<file path="config.mk">
export PLATFORM = sky130hd
export DESIGN_NAME = mult5_share_arbiter
export DESIGN_NICKNAME = d
export VERILOG_FILES = /design/src/rtl/mult5_share_arbiter.sv
export SDC_FILE = /design/constraint.sdc
export NUM_CORES = 1
export LEC_CHECK = 0
export ABC_CLOCK_PERIOD_IN_PS = 2500
export CORE_UTILIZATION = 39
export CTS_CLUSTER_DIAMETER = 200
export CTS_CLUSTER_SIZE = 12
export DETAILED_ROUTE_END_ITERATION = 8
export PLACE_DENSITY = 0.84
export SLEW_MARGIN = 20
export SYNTH_ARGS = -nofsm -noshare
export SYNTH_HDL_FRONTEND = slang
export SYNTH_SLANG_ARGS = --single-unit
</file>
<file path="constraint.sdc">
create_clock -name clk -period 2.5 [get_ports clk]
set_clock_uncertainty 0.15 [all_clocks]
set_input_delay 0.5 -clock clk [delete_from_list [all_inputs] [get_ports clk]]
set_output_delay 0.5 -clock clk [all_outputs]
set_load 0.01 [all_outputs]
</file>
<file path="src/rtl/mult5_share_arbiter.sv">
// Round-robin front end for one shared 5x5 multiplier.
// Operands are registered toward the multiplier and the product comes back over valid/ready.
module mult5_share_arbiter #(
    parameter int NUM_REQ = 4,
    parameter int ID_W    = 2,
    parameter int OP_W    = 5
) (
    input  logic                    clk,
    input  logic                    rst_n,
    input  logic [NUM_REQ-1:0]      req_valid,
    input  logic [OP_W*NUM_REQ-1:0] req_a,
    input  logic [OP_W*NUM_REQ-1:0] req_b,
    output logic [NUM_REQ-1:0]      req_ready,
    output logic [OP_W-1:0]         mul_a,
    output logic [OP_W-1:0]         mul_b,
    input  logic [2*OP_W-1:0]       mul_z,
    output logic                    rsp_valid,
    input  logic                    rsp_ready,
    output logic [ID_W-1:0]         rsp_id,
    output logic [2*OP_W-1:0]       rsp_z,
    output logic                    busy
);

    typedef enum logic [1:0] {IDLE, CALC, RESP} state_t;

    state_t          state, state_nx;
    logic [ID_W-1:0] rr_ptr, id_q, win, ptr_nx;
    logic            found, arb, grant;

    // Two passes: indices at/after the pointer first, then wrap to the low ones.
    always_comb begin
        found = 1'b0;
        win   = '0;
        for (int j = 0; j < NUM_REQ; j++) begin
            if (!found && req_valid[j] && ID_W'(j) >= rr_ptr) begin
                found = 1'b1;
                win   = ID_W'(j);
            end
        end
        for (int j = 0; j < NUM_REQ; j++) begin
            if (!found && req_valid[j]) begin
                found = 1'b1;
                win   = ID_W'(j);
            end
        end
    end

    assign ptr_nx = (win == ID_W'(NUM_REQ - 1)) ? '0 : win + 1'b1;

    always_ff @(posedge clk) begin
        if (!rst_n) state <= IDLE;
        else        state <= state_nx;
    end

    always_comb begin
        state_nx  = state;
        arb       = 1'b0;
        req_ready = '0;
        unique case (state)
            IDLE: arb = 1'b1;
            CALC: state_nx = RESP;
            RESP: begin
                if (rsp_ready) begin
                    arb      = 1'b1;
                    state_nx = IDLE;
                end
            end
            default: state_nx = IDLE;
        endcase
        grant = arb && found && rst_n;
        if (grant) begin
            state_nx       = CALC;
            req_ready[win] = 1'b1;
        end
    end

    always_ff @(posedge clk) begin
        if (!rst_n) begin
            rr_ptr    <= '0;
            id_q      <= '0;
            mul_a     <= '0;
            mul_b     <= '0;
            rsp_z     <= '0;
            rsp_id    <= '0;
            rsp_valid <= 1'b0;
        end else begin
            if (grant) begin
                mul_a  <= req_a[int'(win)*OP_W +: OP_W];
                mul_b  <= req_b[int'(win)*OP_W +: OP_W];
                id_q   <= win;
                rr_ptr <= ptr_nx;
            end
            if (state == CALC) begin
                rsp_z     <= mul_z;
                rsp_id    <= id_q;
                rsp_valid <= 1'b1;
            end else if (state == RESP && rsp_ready) begin
                rsp_valid <= 1'b0;
            end
        end
    end

    assign busy = (state != IDLE);

endmodule

</file>
==> results of run 1 <==
## power groups by stage
stage	clock network (W)	registers, W	logic (W)
global route	0.000512	0.000579	0.000653
CTS	0.000485	0.000566	0.000593
global placement	0	0.000572	0.000564
finish	0.000483	0.000571	0.000605
floorplan	0	0.000595	0.000280
detailed placement	0	0.000574	0.000570
## metal layers
layer | wire length [um] | global-route usage
met5 | 0 | 0
met2 | 2316 | 0.3482
met3 | 189 | 0.03793
met4 | 65 | 0.07181
met1 | 1945 | 0.2647
## worst max-delay path, stage by stage
cell and delay, ns:
clkdlybuf4s50_1 0.48, nor2b_1 0.06, a311oi_2 0.25, buf_4 0.18
and3_2 0.18, buf_2 0.13
## timing repair
item | in CTS | in global routing
setup buffers | 5 | 1
gates resized for setup | 26 | 12
pin swaps | 4 | 4
endpoints found under the setup margin | 4 | 4
## flip-flops by register name (all words and copies together) (netlist names)
name,cells
rsp_z,10
rr_ptr,2
mul_b,5
mul_a,5
rsp_id,2
state,2
id_q,2
rsp_valid,1
## path summary, 6_finish.rpt
kind | endpoint
worst max-delay path | req_ready[1]
worst min-delay path | id_q[1]
worst max register to register | mul_b[0]
worst min register to register | id_q[1]
## Yosys cell counts (2+ instances only)
| library cell | number |
|---|---|
| ha_1 | 4 |
| a32oi_1 | 14 |
| o21ai_0 | 7 |
| o221ai_1 | 3 |
| buf_6 | 2 |
| buf_2 | 2 |
| buf_4 | 2 |
| nor3b_1 | 2 |
| and3_2 | 4 |
| a22o_1 | 3 |
| mux2i_1 | 13 |
| inv_1 | 3 |
| dfxtp_1 | 29 |
| or2_2 | 2 |
| a21boi_0 | 12 |
| a21oi_1 | 9 |
| clkbuf_1 | 5 |
| inv_2 | 2 |
| buf_12 | 2 |
| nand2_1 | 43 |
| nor2b_1 | 3 |
## final cells by class
| type | instances | area [um^2] |
|---|---|---|
| Fill cell | 330 | 1241 |
| Timing Repair Buffer | 108 | 998.5 |
| Multi-Input combinational cell | 134 | 940.9 |
| Sequential cell | 29 | 585.6 |
| Clock buffer | 5 | 68.82 |
| Tap cell | 50 | 62.56 |
| Clock inverter | 3 | 46.29 |
| Inverter | 6 | 27.53 |
## kinds of logic (layout without fill, tap and decap cells)
| logic type | Yosys count | in the layout |
|---|---|---|
| and+or+nand+nor | 63 | 63 |
| AOI/OAI and AO/OA | 54 | 54 |
| DFF | 29 | 29 |
| buffers and inverters | 19 | 122 |
| muxes | 13 | 13 |
| adders and majority gates | 4 | 4 |
## stage by stage
| step | worst slack, ns | instances | hold WS [ns] | instance area [um^2] |
|---|---|---|---|---|
| after floorplan | 0.1686 | 182 | 0.2727 | 1612 |
| after global placement | -0.6181 | 321 | 0.2871 | 2556 |
| after detailed placement | -0.6740 | 321 | 0.2867 | 2556 |
| after CTS | 0.01255 | 334 | 0.2980 | 2705 |
| after global routing | 0.01526 | 335 | 0.3192 | 2730 |
| final | 0.07106 | 335 | 0.2937 | 2730 |
==> results.md, run 1 <==
- Fraction of synthesis flops using an asynchronous set or reset pin: 0
- Die width: 66.28 um
- HPWL after detailed placement: between 3000 and 4000 um
- Syn nets: roughly 240
- Yosys cell types: 37
- Area share of fa/ha/maj cells after synthesis: 0.03106
- Total GRT Usage: 0.2080
- First-pass GRT wire length: about 7000 um
- Post-Synth Simple-Gate Area: 0.1910
- Least-Margin Pin Slew: around 0.45 ns
- Max-slew violation count: 0
- Mapped Avg Cell Area: ~8.9 um^2
- Final net count: approximately 350
- Commonest non-fill, non-tap cells in the layout: clkdlybuf4s50_1, nand2_1, dfxtp_1
- Root buffer selected by CTS: clkbuf_8
- Slew headroom: 0.7029
- Most common cell after layout, fill and taps aside: clkdlybuf4s50_1
- I/O pin total: 85
- Antenna viol nets, final: 0
- Via-per-instance ratio: 4.991
- Post-synth EDFFs: 0
- Core Box Area: approximately 4000 um^2
- WL per Instance: approximately 13 um
- Part of the power in combinational logic: 0.365
- Worst setup SP type: primary input
- Synth Area in Compound Gates: 0.2562
- Sw power: between 0.0004 and 0.0005 W
- Diodes inserted: 0
- Post-Synth XOR/XNOR Area: 0
- Flop2flop setup slack: 0.50 ns
- Mapped cell area: approximately 1600 um^2
- P&R area growth vs syn: 69.41%
- Hold_sp: id_q[1]
- CP arrival: roughly 1.8 ns
- Sw Share: 0.2966
- Die height: ~66 um
- Worst Reg-to-Reg Cells: 9
- Worst setup EP type: primary output
- Register area share after synthesis: 0.3602
- RSZ-0062 raised after global routing: false
- H-tree Lvls: 2
- Max clock buf depth: 2
- Ys Warns: 0
- Multiplexer area fraction after synthesis: 0.08075
- Power Internal: 0.001167 W
- Top_reg_cell synth: dfxtp_1
- Max Cap Viol: 0
- Final total power: 0.001658 W
- Iteration-0 DRC Markers: between 100 and 150
- Seq pwr share: 0.344
- Starting Density: 0.4058
- Clock power share: 0.291
- PwrDens: between 600 and 700 nW/um^2
- Die area: ~4400 um^2
- Largest net degree at the start of global routing: 22
- Leakage: between 1 and 1.5 nW
- Critical R2R Launch: rr_ptr[1]
- Vias in the first global route: about 1500
- Synth area leader: dfxtp_1
- Synth area leaders: dfxtp_1, nand2_1, mux2i_1
- Critical path required time: between 1.5 and 2 ns
- IO Port Bufs: 84
- Largest family of logic cells by synthesized area: compound AO/OA/AOI/OAI gates
- Num rows: 23
- CTS tree: built
- Tmin final: between 2 and 2.5 ns
- Worst Hold Path Cells: 2
- CP Class: in -> out
- Vias: between 1500 and 2000
- WL final: between 4000 and 5000 um
- Finished Core Util: 0.6875
- Final hold viol count: 0
- Status: completed
- Final Setup Violations: 0
- TritonCTS Buffers: 5
- Fin crit share: 0.9716
- Global placer's final weighted congestion: between 0.7 and 0.8
- Clk slew on worst S/H paths: 0.07 ns
- Initial antenna violation count: 0
- Yosys reg bits: 29
- CTS sink cnt: 29
- Maximum fanout along the worst path: 5
- DRT Pass-1 Iters: 4
- # hold bufs at CTS: 0
- DRC viols: 0
- Fmax: 411.7 MHz
- Setup TNS: 0 ns
- Post-Syn Instances: about 180
- Hold Path Class: reg -> reg
- Layout cells sized above 1: 0.2175
- Peak VDD IR: around 490 uV
- CP startpoint: rsp_ready
- Worst-Skew Late Latency: ~0.27 ns
- Top-area cell type share of the netlist area: 0.3602
- GRT Residual Overflow: 0
Power figures use the tool's default switching activity.
==> inputs of run 2 (changes only) <==
RECOVER_POWER = 25   (was default)
==> results.md, run 2 (synthesized netlist as in run 1, its figures left out) <==
- Status: completed
- CP arrival: between 1.5 and 2 ns
- IO Port Bufs: 84
- Final hold viol count: 0
- DRT Pass-1 Iters: 4
- Hold Path Class: reg -> reg
- Final net count: 345
- # hold bufs at CTS: 0
- Worst Hold Path Cells: 2
- CTS tree: built
- Max Cap Viol: 0
- Max clock buf depth: 2
- Top flop regs: rsp_z (10), mul_a (5), mul_b (5)
- DRC viols: 0
- Die height: 66.28 um
- Sequential cell area: 585.6 um^2
- Tmin final: roughly 2.4 ns
- Leakage: ~1.1 nW
- GRT Residual Overflow: 0
- Largest net degree at the start of global routing: 22
- Slew headroom: 0.6712
- Total GRT Usage: 0.2080
- Final instance area: roughly 2700 um^2
- RSZ-0062 raised after global routing: false
- Commonest non-fill, non-tap cells in the layout: clkdlybuf4s50_1, nand2_1, dfxtp_1
- Setup TNS: 0 ns
- CP Class: in -> out
- Peak VDD IR: between 400 and 500 uV
- TritonCTS Buffers: 5
- WL final: approximately 4500 um
- Via-per-instance ratio: between 4 and 5
- HPWL after detailed placement: approximately 3300 um
- Initial antenna violation count: 0
- Max FFs per register: 10
- Global placer's final weighted congestion: approximately 0.76
- PwrDens: approximately 610 nW/um^2
- CTS sink cnt: 29
- Critical path required time: between 1.5 and 2 ns
- Die width: 66.28 um
- Maximum fanout along the worst path: 5
- Worst setup EP type: primary output
- WL per Instance: around 13 um
- Final Setup Violations: 0
- Vias: approximately 1700
- Vias in the first global route: about 1500
- Iteration-0 DRC Markers: around 110
- Num rows: 23
- Worst setup SP type: primary input
- Clk slew on worst S/H paths: approximately 0.070 ns
- Antenna viol nets, final: 0
- Worst-Skew Late Latency: 0.27 ns
- Diodes inserted: 0
- Worst Reg-to-Reg Cells: 9
- Fmax: around 410 MHz
- Core Box Area: 3971 um^2
- Starting Density: 0.4058
- Final total power: between 0.0015 and 0.002 W
- Max-slew violation count: 0
- Filler cell count: roughly 330
- Placed Area: roughly 2600 um^2
- Fin crit share: 0.9716
- Layout cells sized above 1: 0.2140
- Least-Margin Pin Slew: between 0.4 and 0.5 ns
- I/O pin total: between 80 and 90
- P&R area growth vs syn: 69.18%
- Most flops, register: rsp_z
- Die area: approximately 4400 um^2
- Most common cell after layout, fill and taps aside: clkdlybuf4s50_1
- Root buffer selected by CTS: clkbuf_8
- H-tree Lvls: 2
- Multi-input gate area: between 900 and 1000 um^2
- First-pass GRT wire length: 6996 um
-- run 2: cell types whose count changed in the layout (fill, tap and decap cells not counted) --
cell,change
clkbuf_1,+1
clkdlybuf4s50_1,-1
dlygate4sd3_1,+1
buf_4,-1
-- run 2: final cells by class --
| type | count | share of cell area |
|---|---|---|
| clock inverters | 3 | 0.01698 |
| repair buffers | 108 | 0.3648 |
| clock buffers | 5 | 0.02524 |
| inverters | 6 | 0.01010 |
| flip-flops and latches | 29 | 0.2148 |
| well taps | 50 | 0.02295 |
| multi-input cells | 134 | 0.3451 |
-- run 2: timing repair --
item                       4_1_cts  5_1_grt
gates resized for setup         26       12
pin swaps                        4        4
buffers inserted                 5        1
setup endpoints to repair        4        4
-- run 2: routing by layer --
| metal | share of wire | vias up | global-route usage |
|---|---|---|---|
| li1 | - | 855 | - |
| met1 | 0.43 | 766 | 0.2647 |
| met2 | 0.51 | 44 | 0.3482 |
| met3 | 0.041 | 6 | 0.03793 |
| met4 | 0.014 | 0 | 0.07181 |
| met5 | 0 | - | 0 |
-- run 2: worst paths after layout --
path / startpoint / endpoint / slack (ns)
min reg2reg: id_q[1] / id_q[1] / 0.29
max: rsp_ready / req_ready[1] / 0.07
min: id_q[1] / id_q[1] / 0.29
max reg2reg: rr_ptr[1] / mul_b[0] / 0.50
-- run 2: stage by stage --
stage | setup slack [ns] | cells | hold slack (ns) | util
global placement | -0.6181 | 321 | 0.2871 | 0.6437
finish | 0.07094 | 335 | 0.2937 | 0.6865
detailed placement | -0.6740 | 321 | 0.2867 | 0.6437
floorplan | 0.1686 | 182 | 0.2727 | -
global route | 0.01526 | 335 | 0.3192 | 0.6865
CTS | 0.01255 | 334 | 0.2980 | 0.6812
-- run 2: worst max-delay path, cell delays in order --
cell             delay, ns
clkdlybuf4s50_1       0.48
nor2b_1               0.06
a311oi_2              0.25
buf_4                 0.18
and3_2                0.18
buf_2                 0.13
-- run 2: report_power, final --
part | internal, W | switching, W
combinational | 0.000342 | 0.000262
clock | 0.000298 | 0.000185
sequential | 0.000526 | 0.0000448
total | 0.00117 | 0.000492
==> inputs of run 3 (changes only) <==
ABC_CLOCK_PERIOD_IN_PS = 3000   (was 2500)
CORE_MARGIN = 5   (was default)
CORE_UTILIZATION = 42   (was 39)
GPL_TIMING_DRIVEN = 0   (was default)
PLACE_DENSITY = 0.89   (was 0.84)
clock period = 3 ns   (was 2.5 ns; I/O delays follow)
==> results.md, run 3 (synthesized netlist as in run 1, its figures left out) <==
- WL final: approximately 4800 um
- Die height: around 72 um
- TritonCTS Buffers: 5
- DRT Pass-1 Iters: 4
- Commonest non-fill, non-tap cells in the layout: clkdlybuf4s50_1, nand2_1, dfxtp_1
- Placed Instances: between 300 and 400
- Final total power: around 0.0013 W
- Worst setup EP type: primary output
- Antenna viol nets, final: 0
- HPWL after detailed placement: roughly 3800 um
- Post-Layout Cell Count: between 300 and 400
- Fin crit share: 0.9824
- CTS sink cnt: 29
- Top flop regs: rsp_z (10), mul_a (5), mul_b (5)
- Starting Density: 0.4369
- GRT Residual Overflow: 0
- Die width: 71.95 um
- Vias: roughly 1700
- CTS tree: built
- Die area: 5176 um^2
- Final hold viol count: 0
- Slew headroom: 0.6948
- Max FFs per register: 10
- Least-Margin Pin Slew: roughly 0.46 ns
- Root buffer selected by CTS: clkbuf_8
- Fmax: about 340 MHz
- Iteration-0 DRC Markers: 58
- Worst setup SP type: primary input
- Via-per-instance ratio: ~5.1
- Largest net degree at the start of global routing: 18
- Initial antenna violation count: 0
- Global placer's final weighted congestion: about 0.8
- Total GRT Usage: 0.1887
- Clk slew on worst S/H paths: 0.06 ns
- Maximum fanout along the worst path: 17
- Placement Setup Slack: -0.7213 ns
- Num rows: 22
- IO Port Bufs: 83
- Worst Reg-to-Reg Cells: 6
- Status: completed
- PwrDens: just under 500 nW/um^2
- P&R area growth vs syn: 64.36%
- Most flops, register: rsp_z
- Max-slew violation count: 0
- Placed Area: about 2500 um^2
- Diodes inserted: 0
- Max clock buf depth: 2
- Layout cells sized above 1: 0.1588
- Final WS setup: 0.05271 ns
- Peak VDD IR: 291.8 uV
- Vias in the first global route: approximately 1700
- WL per Instance: around 15 um
- Hold Path Class: reg -> reg
- DRC viols: 0
- Tmin final: a little under 3 ns
- Max Cap Viol: 0
- Most common cell after layout, fill and taps aside: clkdlybuf4s50_1
- Final instance area: between 2000 and 3000 um^2
- I/O pin total: 85
- Critical path required time: 2.25 ns
- RSZ-0062 raised after global routing: true
- CP Class: in -> out
- Worst-Skew Late Latency: roughly 0.28 ns
- Worst Hold Path Cells: 2
- Core Box Area: ~3700 um^2
- Leakage: around 1.1 nW
- Setup TNS: 0 ns
- H-tree Lvls: 2
- First-pass GRT wire length: about 7700 um
- CP arrival: between 2 and 2.5 ns
- Final Setup Violations: 0
- Final net count: roughly 340
## run 3: cell count changes in the layout (fill, tap and decap cells not counted), sizes merged
| cell | delta |
|---|---|
| clkdlybuf4s15 | +1 |
| dlygate4sd3 | -1 |
| clkinv | +1 |
| dlymetal6s2s | +1 |
| bufinv | -1 |
| clkbuf | +2 |
| dlygate4sd2 | +2 |
| buf | -13 |
## run 3: final timing paths
check,end,slack (ns),from
worst max register to register,rr_ptr[1],1.05,rr_ptr[0]
worst min-delay path,id_q[1],0.30,id_q[1]
worst max-delay path,req_ready[2],0.05,req_valid[1]
worst min register to register,id_q[1],0.30,id_q[1]
## run 3: per-layer routing
layer	global-route usage	part of all wire
met5	0	0
met4	0.05637	0.018
met3	0.07064	0.071
met2	0.3214	0.49
met1	0.2203	0.42
## run 3: area by class of cell
class | instances | area [um^2]
plain buffers | 11 | 95.09
clock buffers | 5 | 68.82
well taps | 48 | 60.06
clock inverters | 3 | 17.52
flip-flops and latches | 29 | 580.6
fillers | 292 | 1040
multi-input cells | 134 | 929.6
inverters | 6 | 35.03
repair buffers | 89 | 862.1
## run 3: critical path, stage by stage
cell and delay (ns):
dlygate4sd2_1 0.31, a21oi_2 0.13, nor3b_1 0.05, or3_4 0.43, clkinv_8 0.10, ha_1 0.16
and3_2 0.17, clkdlybuf4s15_2 0.23
## run 3: where the power goes
part / total (W) / switching (W) / internal, W
clock: 0.000309 / 0.000150 / 0.000159
combinational: 0.000499 / 0.000217 / 0.000281
sequential: 0.000477 / 0.0000396 / 0.000437
total: 0.00128 / 0.000407 / 0.000878
## run 3: timing repair
action / in CTS / in global routing
hold buffers: 0 / 0
setup buffers: 6 / 0
gates resized for setup: 22 / 5
cloned: 0 / 0
setup endpoints to repair: 4 / 4
pin swaps: 5 / 2
## run 3: stage by stage
stage / hold WS [ns] / util
after floorplan: 0.2727 / -
after global placement: 0.2854 / 0.6784
after detailed placement: 0.2981 / 0.6784
after CTS: 0.3090 / 0.7161
after global routing: 0.3208 / 0.7181
final: 0.3015 / 0.7181
